File: src/rtl/buckeye_shift_ctrl.sv
// Buckeye preamp/shaper serial configuration master: shifts NCHIP lanes of NBITS each
// through AMPIN/AMPCLK while capturing the chips' previous contents from AMPOUT.
// Optional write-verify shadow is enabled by defining BKY_VERIFY_EN.
module buckeye_shift_ctrl #(
    parameter int NCHIP   = 6,
    parameter int NBITS   = 48,
    parameter int CLK_DIV = 4
) (
    input  logic                   CLK,
    input  logic                   RST,
    input  logic                   START,
    input  logic [NCHIP-1:0]       MASK,
    input  logic [NCHIP*NBITS-1:0] DIN,
    output logic [NCHIP*NBITS-1:0] DOUT,
    output logic                   BUSY,
    output logic                   DONE,
    output logic [NCHIP-1:0]       AMPIN,
    output logic [NCHIP-1:0]       AMPCLK,
    input  logic [NCHIP-1:0]       AMPOUT
`ifdef BKY_VERIFY_EN
    ,
    output logic [NCHIP-1:0]       VERIFY_ERR
`endif
);

    localparam int DW = (CLK_DIV > 1) ? $clog2(CLK_DIV) : 1;
    localparam int BW = (NBITS > 1) ? $clog2(NBITS) : 1;

    typedef enum logic [1:0] {
        IDLE = 2'd0,
        LOW  = 2'd1,
        HIGH = 2'd2,
        FIN  = 2'd3
    } state_t;

    state_t                      state_r;
    state_t                      state_s;
    logic [DW-1:0]               div_cnt_r;
    logic [BW-1:0]               bit_cnt_r;
    logic [NCHIP-1:0]            mask_lat_r;
    logic [NCHIP-1:0][NBITS-1:0] din_sh_r;
    logic [NCHIP-1:0][NBITS-1:0] dout_r;
    logic [NCHIP-1:0][NBITS-1:0] din_shift_s;
    logic [NCHIP-1:0][NBITS-1:0] dout_shift_s;
    logic [NCHIP-1:0]            lane_bit_s;
    logic                        busy_r;
    logic                        done_r;
    logic [NCHIP-1:0]            ampin_r;
    logic [NCHIP-1:0]            ampclk_r;
    logic                        run_s;
    logic                        div_last_s;
    logic                        bit_last_s;
    logic                        accept_s;
    logic                        sample_s;
    logic                        advance_s;

    assign run_s      = (state_r == LOW) || (state_r == HIGH);
    assign div_last_s = (div_cnt_r == DW'(CLK_DIV - 1));
    assign bit_last_s = (bit_cnt_r == BW'(NBITS - 1));

    // Write data leaves LSB first; readback enters at the MSB so bit 0 ends up holding the first sample.
    for (genvar g = 0; g < NCHIP; g++) begin : g_lane
        assign din_shift_s[g]  = {1'b0, din_sh_r[g][NBITS-1:1]};
        assign dout_shift_s[g] = {AMPOUT[g] & mask_lat_r[g], dout_r[g][NBITS-1:1]};
        assign lane_bit_s[g]   = din_sh_r[g][0] & mask_lat_r[g];
    end

    // Next-state and per-cycle control strobes
    always_comb begin
        state_s   = state_r;
        accept_s  = 1'b0;
        sample_s  = 1'b0;
        advance_s = 1'b0;
        case (state_r)
            IDLE: begin
                if (START) begin
                    accept_s = 1'b1;
                    state_s  = (MASK == {NCHIP{1'b0}}) ? FIN : LOW;
                end else begin
                    state_s = IDLE;
                end
            end
            LOW: begin
                if (div_last_s) begin
                    sample_s = 1'b1;
                    state_s  = HIGH;
                end else begin
                    state_s = LOW;
                end
            end
            HIGH: begin
                if (div_last_s) begin
                    if (bit_last_s) begin
                        state_s = FIN;
                    end else begin
                        advance_s = 1'b1;
                        state_s   = LOW;
                    end
                end else begin
                    state_s = HIGH;
                end
            end
            FIN: begin
                state_s = IDLE;
            end
            default: begin
                state_s = IDLE;
            end
        endcase
    end

    // State register, divider/bit counters and the data shifters
    always_ff @(posedge CLK) begin
        if (RST) begin
            state_r    <= IDLE;
            div_cnt_r  <= {DW{1'b0}};
            bit_cnt_r  <= {BW{1'b0}};
            mask_lat_r <= {NCHIP{1'b0}};
            din_sh_r   <= {(NCHIP*NBITS){1'b0}};
            dout_r     <= {(NCHIP*NBITS){1'b0}};
        end else begin
            state_r <= state_s;
            if (run_s && !div_last_s) begin
                div_cnt_r <= div_cnt_r + DW'(1);
            end else begin
                div_cnt_r <= {DW{1'b0}};
            end
            if (accept_s) begin
                mask_lat_r <= MASK;
                din_sh_r   <= DIN;
                dout_r     <= {(NCHIP*NBITS){1'b0}};
                bit_cnt_r  <= {BW{1'b0}};
            end else begin
                if (advance_s) begin
                    din_sh_r  <= din_shift_s;
                    bit_cnt_r <= bit_cnt_r + BW'(1);
                end
                if (sample_s) begin
                    dout_r <= dout_shift_s;
                end
            end
        end
    end

    // Pin and status registers follow the state one cycle later, so AMPOUT is
    // sampled on the LOW->HIGH state change before AMPCLK actually rises.
    always_ff @(posedge CLK) begin
        if (RST) begin
            busy_r   <= 1'b0;
            done_r   <= 1'b0;
            ampin_r  <= {NCHIP{1'b0}};
            ampclk_r <= {NCHIP{1'b0}};
        end else begin
            busy_r   <= run_s;
            done_r   <= (state_r == FIN);
            ampin_r  <= run_s ? lane_bit_s : {NCHIP{1'b0}};
            ampclk_r <= (state_r == HIGH) ? mask_lat_r : {NCHIP{1'b0}};
        end
    end

    assign DOUT   = dout_r;
    assign BUSY   = busy_r;
    assign DONE   = done_r;
    assign AMPIN  = ampin_r;
    assign AMPCLK = ampclk_r;

`ifdef BKY_VERIFY_EN
    logic [NCHIP-1:0][NBITS-1:0] din_lat_r;
    logic [NCHIP-1:0][NBITS-1:0] shadow_r;
    logic [NCHIP-1:0][NBITS-1:0] shadow_nx_s;
    logic [NCHIP-1:0]            shadow_vld_r;
    logic [NCHIP-1:0]            err_s;
    logic [NCHIP-1:0]            verify_err_r;

    for (genvar g = 0; g < NCHIP; g++) begin : g_verify
        assign err_s[g]       = mask_lat_r[g] & shadow_vld_r[g] & (dout_r[g] != shadow_r[g]);
        assign shadow_nx_s[g] = mask_lat_r[g] ? din_lat_r[g] : shadow_r[g];
    end

    // Readback compare against the previously written data, then shadow refresh
    always_ff @(posedge CLK) begin
        if (RST) begin
            din_lat_r    <= {(NCHIP*NBITS){1'b0}};
            shadow_r     <= {(NCHIP*NBITS){1'b0}};
            shadow_vld_r <= {NCHIP{1'b0}};
            verify_err_r <= {NCHIP{1'b0}};
        end else begin
            if (accept_s) begin
                din_lat_r <= DIN;
            end
            if (state_r == FIN) begin
                verify_err_r <= err_s;
                shadow_r     <= shadow_nx_s;
                shadow_vld_r <= shadow_vld_r | mask_lat_r;
            end
        end
    end

    assign VERIFY_ERR = verify_err_r;
`endif

endmodule
File: config.mk
export PLATFORM = sky130hd
export DESIGN_NAME = buckeye_shift_ctrl
export DESIGN_NICKNAME = d
export VERILOG_FILES = /design/src/rtl/buckeye_shift_ctrl.sv
export SDC_FILE = /design/constraint.sdc
export NUM_CORES = 1
export LEC_CHECK = 0
export CAP_MARGIN = 20
export CELL_PAD_IN_SITES_DETAIL_PLACEMENT = 0
export CELL_PAD_IN_SITES_GLOBAL_PLACEMENT = 1
export CORE_ASPECT_RATIO = 0.75
export CORE_MARGIN = 1.5
export CORE_UTILIZATION = 30
export DETAILED_ROUTE_END_ITERATION = 8
export HOLD_SLACK_MARGIN = 0.02
export PLACE_DENSITY = 0.73
export REMOVE_ABC_BUFFERS = 1
export SLEW_MARGIN = 20
export SYNTH_ARGS = -nofsm -noshare
export SYNTH_HDL_FRONTEND = slang
export SYNTH_SLANG_ARGS = --single-unit
File: constraint.sdc
create_clock -name CLK -period 3.61 [get_ports CLK]
set_input_delay 0.361 -clock CLK [delete_from_list [all_inputs] [get_ports CLK]]
set_output_delay 0.361 -clock CLK [all_outputs]
set_load 0.03 [all_outputs]
==> metrics.md <==
| Metric | Value |
|---|---|
| Die area | 103000 sq um |
| First DRT Iteration DRCs | 2303 |
| Cell type contributing the most total cell area after synthesis | sky130_fd_sc_hd__dfxtp_1 |
| Endpoint class of the critical path | register |
| Final Wtd Congestion | 0.807 |
| Final critical-path required period | 2.52 ns |
| Total clock sinks | 606 |
| Static power due to leakage | 11.6 nW |
| Num rows | 100 |
| Sequential share of power | 45.6% |
| Maximum clock rate | 397 MHz |
| Number of synthesis warnings | 0 |
| Family with the most delay on the worst path | buffers and inverters |
| Average instance area after synthesis | 8.28 sq um |
| Horiz. Die Dim | 370 microns |
| Power share of the combinational group | 7.4% |
| Initial antenna violation count | 7 |
| Setup-failing EPs final | 0 |
| Max Buffers Root-to-Sink | 3 |
| Slowest stage delay, CP | 0.58 ns |
| Arrival time of the worst setup path | 3.05 ns |
| Total power | 15.5 mW |
| Portion of total power attributed to the clock network | 47.1% |
| Cell with the most instances after synthesis | sky130_fd_sc_hd__nand2_1 |
| IR Drop Worst-Case VDD | 233 uV |
| Syn Std Cell Area | 30400 sq um |
| Wire length of the first global-routing pass | 157000 microns |
| Data required, critical path | 4.14 ns |
| Most area-consuming cells after synthesis | sky130_fd_sc_hd__dfxtp_1 40%, sky130_fd_sc_hd__nand2_1 11%, sky130_fd_sc_hd__buf_4 8.1%, sky130_fd_sc_hd__o211ai_1 7.0%, sky130_fd_sc_hd__a32oi_1 6.9% |
| Layout area overhead | 23.2% |
| Count of cell types in the netlist | 41 |
| Port Buffer Count | 604 |
| Crit path cell chain | inv_1 -> ha_1 -> and2_4 -> buf_4 -> o2111ai_1 -> o211ai_1 |
| Cell count after synthesis | 3667 |
| Run status | finished with violations |
| Design internal power | 11.7 mW |
| Number of enable flip-flop cells after synthesis | 0 |
| Final wirelength | 103000 microns |
| Post-detailed-route DRC marker count | 102 |
| Die Y-Extent | 278 microns |
| Hpwl dp | 64600 microns |
| Filler Cells Inserted | 10300 |
| Number of optimization iterations in the first detailed-route pass | 9 |
| Kind of critical path | register to register |
| Leading post-synthesis cells by instance count | 869 x sky130_fd_sc_hd__nand2_1, 606 x sky130_fd_sc_hd__dfxtp_1, 326 x sky130_fd_sc_hd__buf_4 |
| Final Slew Violations | 0 |
| Root buffer cell | sky130_fd_sc_hd__clkbuf_16 |
| Post-CTS repair timing setup buffer count | 0 |
| Net Sw Power | 3.80 mW |
| Fraction of final layout cells sized beyond drive strength 1 | 5.97% |
| Core Box Area | 99700 sq um |
| Worst skew pair latency | 0.63 ns |
| Clock tree from TritonCTS | done |
| Clock-pin transition on the worst setup and hold timing paths | 0.06 ns |
| Violations in the final reports | DRC |
| Number of levels in the clock H-tree | 3 |
| # nets final | 4040 |
| Power Dens Cells | 415 nW/um^2 |
| Number of hold violations in the final report | 0 |
| Via count of the first global-routing pass | 25500 |
| Max-cap violation count | 0 |
| Largest clock skew in the final design | 0.0296 ns |
| Number of synthesized register bits | 606 |
| Worst-path maximum fanout | 44 |
| Number of buffers inserted by hold repair at cts | 0 |
| Master of the slowest instance on the critical path | sky130_fd_sc_hd__and2_4 |
| Async S/R FF share, synth | 0% |
| Vias post-DR | 27200 |
| Min-delay worst type | input pin to register |
| Setup repair after global routing missed its margin | false |
| Remaining antenna violation count | 0 |
| Most used flip-flop cell after synthesis | sky130_fd_sc_hd__dfxtp_1 |
| Max_slew headroom | 42.2% |
| DR WL/cell | 20.1 microns |
| Post-detailed-route via-to-cell ratio | 5.33 |
| Slew of the pin with the lowest slew margin | 0.868 ns |
| Share of the clock period used by the worst path after layout | 69.7% |
| Post-synth top area share | 40.0% |
| Switching part of the total power | 24.5% |
| Effective utilization at floorplan | 30.4% |
| Quantity of gates resized following cts | 0 |
| Top Ports | 605 |
| Maximum number of pins on one net before global-route repair | 174 |
| Number of clock buffers inserted by TritonCTS | 69 |
| Final design instance area without fill | 37400 sq um |
| Total routing resource utilization after global routing | 18.8% |
| CP Buf/Inv Count | 2 |
| Nature of the critical path startpoint | register |
| Overall overflow remaining after global route | 0 |
| Cell Area, Placed | 35000 sq um |
| Share of synthesized area occupied by flip-flops and latches | 40.0% |
==> state kept, by name, summed over array words and instances (netlist names) <==
| name | flops |
|---|---|
| bit_cnt_r | 6 |
| din_sh_r | 288 |
| DONE | 1 |
| state_r | 2 |
| AMPIN | 6 |
| DOUT | 288 |
| div_cnt_r | 2 |
| AMPCLK | 6 |
| mask_lat_r | 6 |
| BUSY | 1 |
==> stage by stage <==
step	cells	utilization (%)	setup slack [ns]	hold slack (ns)	TNS [ns]
3_5_place_dp	4985	35.1	0.885	0.432	0
5_1_grt	5109	37.5	0.945	0.305	0
4_1_cts	5109	37.5	1.14	0.265	0
2_1_floorplan	2981	-	-7.30	0.403	-2521.12
3_3_place_gp	4985	35.1	0.920	0.415	0
6_report	5111	37.5	1.09	0.310	0
==> final timing paths <==
path                                    from       endpoint  slack [ns]  cells past startpoint
worst max-delay path              state_r[0]  din_sh_r[125]        1.09                      6
worst min-delay path                DIN[231]  din_sh_r[231]        0.31                      3
worst max register to register    state_r[0]  din_sh_r[125]        1.09                      6
worst min register to register  div_cnt_r[0]   div_cnt_r[0]        0.43                      1
==> power by group through the flow <==
| stage | clock network, mW | logic [mW] | registers [mW] |
|---|---|---|---|
| floorplan | 0 | 0.556 | 7.17 |
| global placement | 0 | 1.14 | 7.21 |
| detailed placement | 0 | 1.14 | 7.21 |
| CTS | 7.49 | 1.15 | 7.06 |
| global route | 7.77 | 1.24 | 7.09 |
| finish | 7.30 | 1.14 | 7.07 |
==> layout by cell type (no fill, tap or decap), drive strengths merged, types with 6 or more instances in the layout <==
| cell type | count |
|---|---|
| nor2b | 6 |
| ha | 7 |
| buf | 74 |
| a21oi | 298 |
| and3 | 49 |
| nand2 | 872 |
| o211ai | 282 |
| a32o | 6 |
| and2 | 250 |
| clkbuf | 102 |
| nand3 | 8 |
| inv | 49 |
| a32oi | 240 |
| dfxtp | 606 |
| clkdlybuf4s50 | 604 |
| o311ai | 42 |
| o2111ai | 240 |
| clkinv | 14 |
==> routing by layer <==
metal / vias up / routed length (microns) / GRT usage (%)
met3: 107 / 7190 / 3.33
met5: - / 64 / 0
met1: 13100 / 47200 / 26.9
met2: 860 / 46400 / 29.5
li1: 13100 / - / -
met4: 10 / 1730 / 3.77
==> final cells by class <==
type / instances / area, sq um / area share (%)
antenna: 2 / 5.00 / 0.0134
clock buffer: 102 / 2030 / 5.43
clock inverter: 22 / 313 / 0.836
inverter: 48 / 188 / 0.502
multi-input combinational: 2327 / 14100 / 37.6
sequential: 606 / 12100 / 32.4
tap: 1326 / 1660 / 4.44
timing repair buffer: 678 / 6990 / 18.7
==> worst reg2reg max path, stage by stage (launching register included) <==
cell                        delay, ns
sky130_fd_sc_hd__dfxtp_1         0.33
sky130_fd_sc_hd__inv_1           0.10
sky130_fd_sc_hd__ha_1            0.44
sky130_fd_sc_hd__and2_4          0.59
sky130_fd_sc_hd__buf_4           0.61
sky130_fd_sc_hd__o2111ai_1       0.23
sky130_fd_sc_hd__o211ai_1        0.14
==> kinds of logic after synthesis <==
| kind of cell | synth area share (%) |
|---|---|
| simple gates | 17.6 |
| flops | 40.0 |
| mux | 0.0660 |
| compound gates | 28.2 |
| buf+inv | 13.9 |
| fa+ha+maj | 0.289 |
(Power assumes the default switching activity.)
